<file path="src/rtl/video_pkg.sv">
// video_pkg: shared frame geometry, fetch phases and video-RAM address helper
package video_pkg;
  localparam int H_TOT = 448;
  localparam int V_TOT = 320;
  localparam int INT_CLKS = 32;
  localparam int FETCH_LEAD = 8;
  localparam logic [8:0] H_PAPER = 9'd256;
  localparam logic [8:0] V_PAPER = 9'd192;
  localparam logic [8:0] H_BLANK = 9'd320;
  localparam logic [8:0] V_BLANK_S = 9'd240;
  localparam logic [8:0] V_BLANK_E = 9'd255;
  localparam logic [8:0] H_SYNC_S = 9'd328;
  localparam logic [8:0] H_SYNC_E = 9'd359;
  localparam logic [8:0] V_SYNC_S = 9'd240;
  localparam logic [8:0] V_SYNC_E = 9'd243;
  localparam logic [8:0] INT_V = 9'd239;
  localparam logic [8:0] INT_H = 9'd320;
  localparam logic [13:0] ATTR_BASE = 14'h1800;
  typedef enum logic [2:0] {
    PH_PIX_ADDR, PH_PIX_LD, PH_ATTR_ADDR, PH_ATTR_LD,
    PH_CPU0, PH_CPU1, PH_CPU2, PH_SHIFT
  } phase_e;
  // Pixel bytes use the interleaved line order; attributes are one byte per 8x8 cell
  function automatic logic [13:0] fetch_addr(input logic attr, input logic [7:0] vt, input logic [4:0] col);
    return attr ? ATTR_BASE + {4'd0, vt[7:3], col} : {1'b0, vt[7:6], vt[2:0], vt[5:3], col};
  endfunction
endpackage

</file>
<file path="src/rtl/video_arb.sv">
// video_arb: grants CPU video-RAM access in cycles the video fetch leaves free
module video_arb (
  input  logic clk_i,
  input  logic rst_i,
  input  logic req_i,
  input  logic vid_i,
  output logic ack_o,
  output logic wait_o
);
  logic ack_q, ack_d, armed_q, armed_d;
  // vid_i is next cycle's bus owner, so an ACK never lands on a video slot; a held request stays disarmed
  always_comb begin
    ack_d = req_i && !vid_i && armed_q;
    armed_d = !req_i || (armed_q && !ack_d);
  end
  // Grant pulse and re-arm state
  always_ff @(posedge clk_i or posedge rst_i) begin
    if (rst_i) begin
      ack_q <= 1'b0;
      armed_q <= 1'b1;
    end else begin
      ack_q <= ack_d;
      armed_q <= armed_d;
    end
  end
  assign ack_o = ack_q;
  assign wait_o = req_i && !ack_q && armed_q;
endmodule

</file>
<file path="src/rtl/video_timing.sv">
// video_timing: raster counters, video-RAM fetch sequencing and display strobes
module video_timing
  import video_pkg::*;
#(
  parameter int H_TOTAL = H_TOT,
  parameter int V_TOTAL = V_TOT,
  parameter int INT_LEN = INT_CLKS
) (
  input  logic        CLK,
  input  logic        RST,
  input  logic [7:0]  Q,
  input  logic        CPU_REQ,
  output logic [13:0] VA,
  output logic        MEM_VID,
  output logic        CPU_ACK,
  output logic        CPU_WAIT,
  output logic        LD_PIX,
  output logic        LD_ATTR,
  output logic        LD_SHIFT,
  output logic        BORDER,
  output logic        BL,
  output logic        SYNC,
  output logic        INT_N,
  output logic        FLASHER
);
  logic [8:0] h_q, h_d, v_q, v_d, vn, hf, vt;
  logic [7:0] frame_q, frame_d;
  logic [13:0] va_q, va_d;
  logic h_wrap, late, fetch, paper;
  logic mem_vid_q, mem_vid_d, ld_pix_q, ld_pix_d, ld_attr_q, ld_attr_d, ld_shift_q, ld_shift_d;
  logic border_q, border_d, bl_q, bl_d, sync_q, sync_d, int_n_q, int_n_d, flasher_q;
  phase_e ph;
  logic q_unused;
  assign q_unused = ^Q;
  // Decode from the next counter state so every registered output lines up with the H/V it describes
  always_comb begin
    h_wrap = h_q == 9'(H_TOTAL - 1);
    h_d = h_wrap ? '0 : h_q + 9'd1;
    v_d = !h_wrap ? v_q : v_q == 9'(V_TOTAL - 1) ? '0 : v_q + 9'd1;
    frame_d = frame_q + {7'd0, h_wrap && v_q == 9'(V_TOTAL - 1)};
    vn = v_d == 9'(V_TOTAL - 1) ? '0 : v_d + 9'd1;
    late = h_d >= 9'(H_TOTAL - FETCH_LEAD);
    hf = late ? h_d - 9'(H_TOTAL - FETCH_LEAD) : h_d + 9'(FETCH_LEAD);
    vt = late ? vn : v_d;
    ph = phase_e'(h_d[2:0]);
    fetch = hf < H_PAPER && vt < V_PAPER;
    mem_vid_d = fetch && ph < PH_CPU0;
    va_d = mem_vid_d ? fetch_addr(ph >= PH_ATTR_ADDR, vt[7:0], hf[7:3]) : va_q;
    ld_pix_d = fetch && ph == PH_PIX_LD;
    ld_attr_d = fetch && ph == PH_ATTR_LD;
    ld_shift_d = fetch && ph == PH_SHIFT;
    paper = h_d < H_PAPER && v_d < V_PAPER;
    bl_d = h_d >= H_BLANK || (v_d >= V_BLANK_S && v_d <= V_BLANK_E);
    border_d = !paper && !bl_d;
    sync_d = (h_d >= H_SYNC_S && h_d <= H_SYNC_E) || (v_d >= V_SYNC_S && v_d <= V_SYNC_E);
    int_n_d = !(v_d == INT_V && h_d >= INT_H && h_d < INT_H + 9'(INT_LEN));
  end
  // Counters and registered outputs; reset aborts any fetch or strobe in flight
  always_ff @(posedge CLK or posedge RST) begin
    if (RST) begin
      h_q <= '0;
      v_q <= '0;
      frame_q <= '0;
      va_q <= '0;
      mem_vid_q <= 1'b0;
      ld_pix_q <= 1'b0;
      ld_attr_q <= 1'b0;
      ld_shift_q <= 1'b0;
      border_q <= 1'b0;
      bl_q <= 1'b0;
      sync_q <= 1'b0;
      int_n_q <= 1'b1;
      flasher_q <= 1'b0;
    end else begin
      h_q <= h_d;
      v_q <= v_d;
      frame_q <= frame_d;
      va_q <= va_d;
      mem_vid_q <= mem_vid_d;
      ld_pix_q <= ld_pix_d;
      ld_attr_q <= ld_attr_d;
      ld_shift_q <= ld_shift_d;
      border_q <= border_d;
      bl_q <= bl_d;
      sync_q <= sync_d;
      int_n_q <= int_n_d;
      flasher_q <= frame_d[4];
    end
  end
  video_arb u_arb (
    .clk_i(CLK),
    .rst_i(RST),
    .req_i(CPU_REQ),
    .vid_i(mem_vid_d),
    .ack_o(CPU_ACK),
    .wait_o(CPU_WAIT)
  );
  assign VA = va_q;
  assign MEM_VID = mem_vid_q;
  assign LD_PIX = ld_pix_q;
  assign LD_ATTR = ld_attr_q;
  assign LD_SHIFT = ld_shift_q;
  assign BORDER = border_q;
  assign BL = bl_q;
  assign SYNC = sync_q;
  assign INT_N = int_n_q;
  assign FLASHER = flasher_q;
endmodule
</file>
<file path="config.mk">
export PLATFORM = sky130hd
export DESIGN_NAME = video_timing
export DESIGN_NICKNAME = d
export VERILOG_FILES = /design/src/rtl/video_pkg.sv /design/src/rtl/video_arb.sv /design/src/rtl/video_timing.sv
export SDC_FILE = /design/constraint.sdc
export NUM_CORES = 1
export LEC_CHECK = 0
export CORE_MARGIN = 2
export CORE_UTILIZATION = 60
export DETAILED_ROUTE_END_ITERATION = 12
export GPL_ROUTABILITY_DRIVEN = 0
export GPL_TIMING_DRIVEN = 0
export PLACE_DENSITY = 0.9
export SYNTH_ARGS = -nofsm -noshare
export SYNTH_HDL_FRONTEND = slang
export SYNTH_HIERARCHICAL = 1
export SYNTH_SLANG_ARGS = --single-unit
</file>
<file path="constraint.sdc">
create_clock -name CLK -period 8 [get_ports CLK]
set_input_delay 0.8 -clock CLK [delete_from_list [all_inputs] [get_ports CLK]]
set_output_delay 0.8 -clock CLK [all_outputs]
set_load 0.02 [all_outputs]
</file>
==> impl_metrics.yaml <==
clocking:
  cts_sinks: 46
  clockRootBuffer: "clkbuf_8"
  htreeDepth: 2
  tritoncts: "built"
  hold_buffers: 0
  clk_latency_ns: 0.30
  postCtsResizedCells: 0
  clk_path_buf_depth: 2
  numCtsBuffers: 5
  post_cts.repair.setup_buffers: 0
  cts.clk_slew.worst_paths_ns: 0.09
global_routing:
  grt_use_total_pct: 26.4
  top_usage_layer: "met2"
  grt_pass1_wl_mm: 11.0
  grt_use_met2_pct: 41.6
  antenna_found_initial: 0
  grt_max_degree: 45
  met3_usage_pct: 5.08
  first_global_vias: 2276
  use_met1_pct: 36.3
  grt-ovfl-total: 0
run:
  max_cap_violations: 0
critical_path:
  path_class: "reg2reg"
  worstReg2RegEnd: "LD_PIX"
  rr_startpoint: "h_q[0]"
  arrival_ns: 4.81
  required_ns: 8.14
  cp_max_fo: 10
  reg2reg_depth: 14
  worstSetupStartpointType: "register"
  rrSetupSlack_ns: 3.33
  end_kind: "register"
floorplanning:
  core_area_um2: 4720
  std_cell_rows: 25
  die_w_um: 73.9
  ioPinCount: 36
  die-area_um2: 5450
  start_util_pct: 62.0
  die_h_um: 73.9
yosys:
  yosys.area.top_type: "dfrtp_1"
  synth-edff-count: 0
  synth_fa_ha_area_share_pct: 4.27
  async_flop_share_pct: 100
  synth_xor_xnor_area_share_pct: 5.30
  syn-cell-area_um2: 2930
  synth_flop_cell: "dfrtp_1"
  ys_top_cells_by_area: "dfrtp_1 (38%), ha_1 (4.3%), nand3_1 (3.4%)"
  synth_cells: 296
  synthSimpleGateAreaFrac_pct: 24.2
  yosysSeqAreaShare_pct: 39.4
  synth_mux_area_share_pct: 6.37
  synth_nets: 317
  ys_warn_count: 6
  synth_compound_area_share_pct: 14.3
  synth_area_per_cell_um2: 9.89
  ys_seq_elements: 46
  yosysUniqueCellTypes: 65
  synth_top_area_share_pct: 37.6
  synth_top_family_by_area: "simple AND/OR/NAND/NOR gates"
detailed_routing:
  vias: 2486
  drt-initial-drc-count: 248
  wl_mm: 6.78
  dr.pass1.iters: 5
  ant_nets: 0
  routed_via_density: 6.26
  drc: 0
  detail_route.wl_per_cell_um: 17.1
sta:
  fin_ws_ns: 3.33
  post-route-period-util_pct: 58.4
  finalCriticalPeriod_ns: 4.67
  holdWs_ns: 0.478
  drv_slew: 0
  tightest_slew_ns: 0.897
  slew_headroom_pct: 40.1
  hold_viol: 0
  rsz0062_at_grt: "no"
  finalSetupTns_ns: 0
  fin_skew_ns: 0.00961
  setup_viol: 0
  fmax_ghz: 0.214
placed_design:
  io_buffers: 26
  dpl_worst_slack_ns: 3.55
  dp.cells: 389
  place.detailed.hpwl_mm: 4.61
  post_dp_cell_area_um2: 3270
final_layout:
  layout.nets: 350
  design_area_um2: 3370
  fin_util_pct: 71.3
  drive_gt1_share_pct: 15.2
  n_antenna_cell: 0
  area_growth_pct: 15.0
  final_cell_mix: "dfrtp_1 (44), clkdlybuf4s50_1 (26), nand2_1 (24)"
  instances_no_fill: 397
  final_common_cell: "dfrtp_1"
status:
  status: "complete, no violations"
hold_path:
  hold_end: "frame_q[4]"
  min_path_cells: 1
  min_from: "frame_q[4]"
  hp-class: "reg2reg"
power:
  power.density_nw_per_um2: 116
  leakage_nw: 1.55
  max-vdd-ir-drop_v: 0.0000826
  power.total_uw: 391
[worst max-delay path, cell delays in order (launching register included)]
cell and delay, ns:
dfrtp_1 0.48, ha_1 0.19, buf_4 0.18, nand4b_4 0.26, nor2_1 0.48, nand2_1 0.08
o21ai_0 0.53, ha_1 0.31, inv_1 0.08, a31oi_1 0.33, nor3b_2 0.41, a21oi_1 0.17
a31oi_4 0.26, o211ai_1 0.24, nor4_1 0.50
[worst max path at each step]
stage / startpoint / to / depth (start not counted)
floorplan: h_q[0] / VA[0] / 15
global placement: h_q[0] / VA[3] / 15
detailed placement: h_q[0] / u_arb/ack_o / 16
CTS: h_q[0] / VA[4] / 15
global route: h_q[0] / u_arb/ack_o / 16
finish: h_q[0] / LD_PIX / 14
[cell type report]
class / instances / area (um^2)
Clock buffer: 6 / 82.6
Multi-Input combinational cell: 213 / 1600
Timing Repair Buffer: 26 / 260
Buffer: 14 / 88.8
Clock inverter: 2 / 12.5
Sequential cell: 46 / 1150
Tap cell: 67 / 83.8
Fill cell: 336 / 1360
Inverter: 23 / 86.3
[synth_stat cells, types with 6 or more instances]
cell type,count
a21oi_1,12
buf_4,7
dfrtp_1,44
ha_1,10
inv_1,23
mux2_4,6
nand2_1,24
nand3_1,20
nand4_1,9
nor2_1,12
nor3_1,8
o21ai_0,15
xnor2_1,10
[routing by layer]
layer | vias to the layer above | part of all wire (%)
li1 | 1133 | -
met1 | 1206 | 43
met2 | 132 | 47
met3 | 15 | 7.2
met4 | 0 | 2.4
met5 | - | 0
[state kept, by name, summed over array words and instances, names as in the netlist]
name,cells
BL,1
BORDER,1
INT_N,1
LD_ATTR,1
LD_PIX,1
LD_SHIFT,1
MEM_VID,1
SYNC,1
VA,13
frame_q,5
h_q,9
u_arb/ack_o,1
u_arb/armed_q,1
v_q,9
[power by group]
group	switching, mW	internal [mW]
combinational	0.00573	0.00218
clock	0.0803	0.0695
sequential	0.000141	0.233
[logic make-up (layout without fill, tap and decap cells)]
kind of cell             count (synthesis)  count (layout)
adder cells (fa/ha/maj)                 10              10
XOR/XNOR                                16              16
AO/OA/AOI/OAI                           57              57
flip-flops                              46              46
AND/OR/NAND/NOR                        114             114
other                                    1               1
multiplexers                            15              15
buffers and inverters                   37              71
Note: power is estimated with default switching activity, not from simulation.
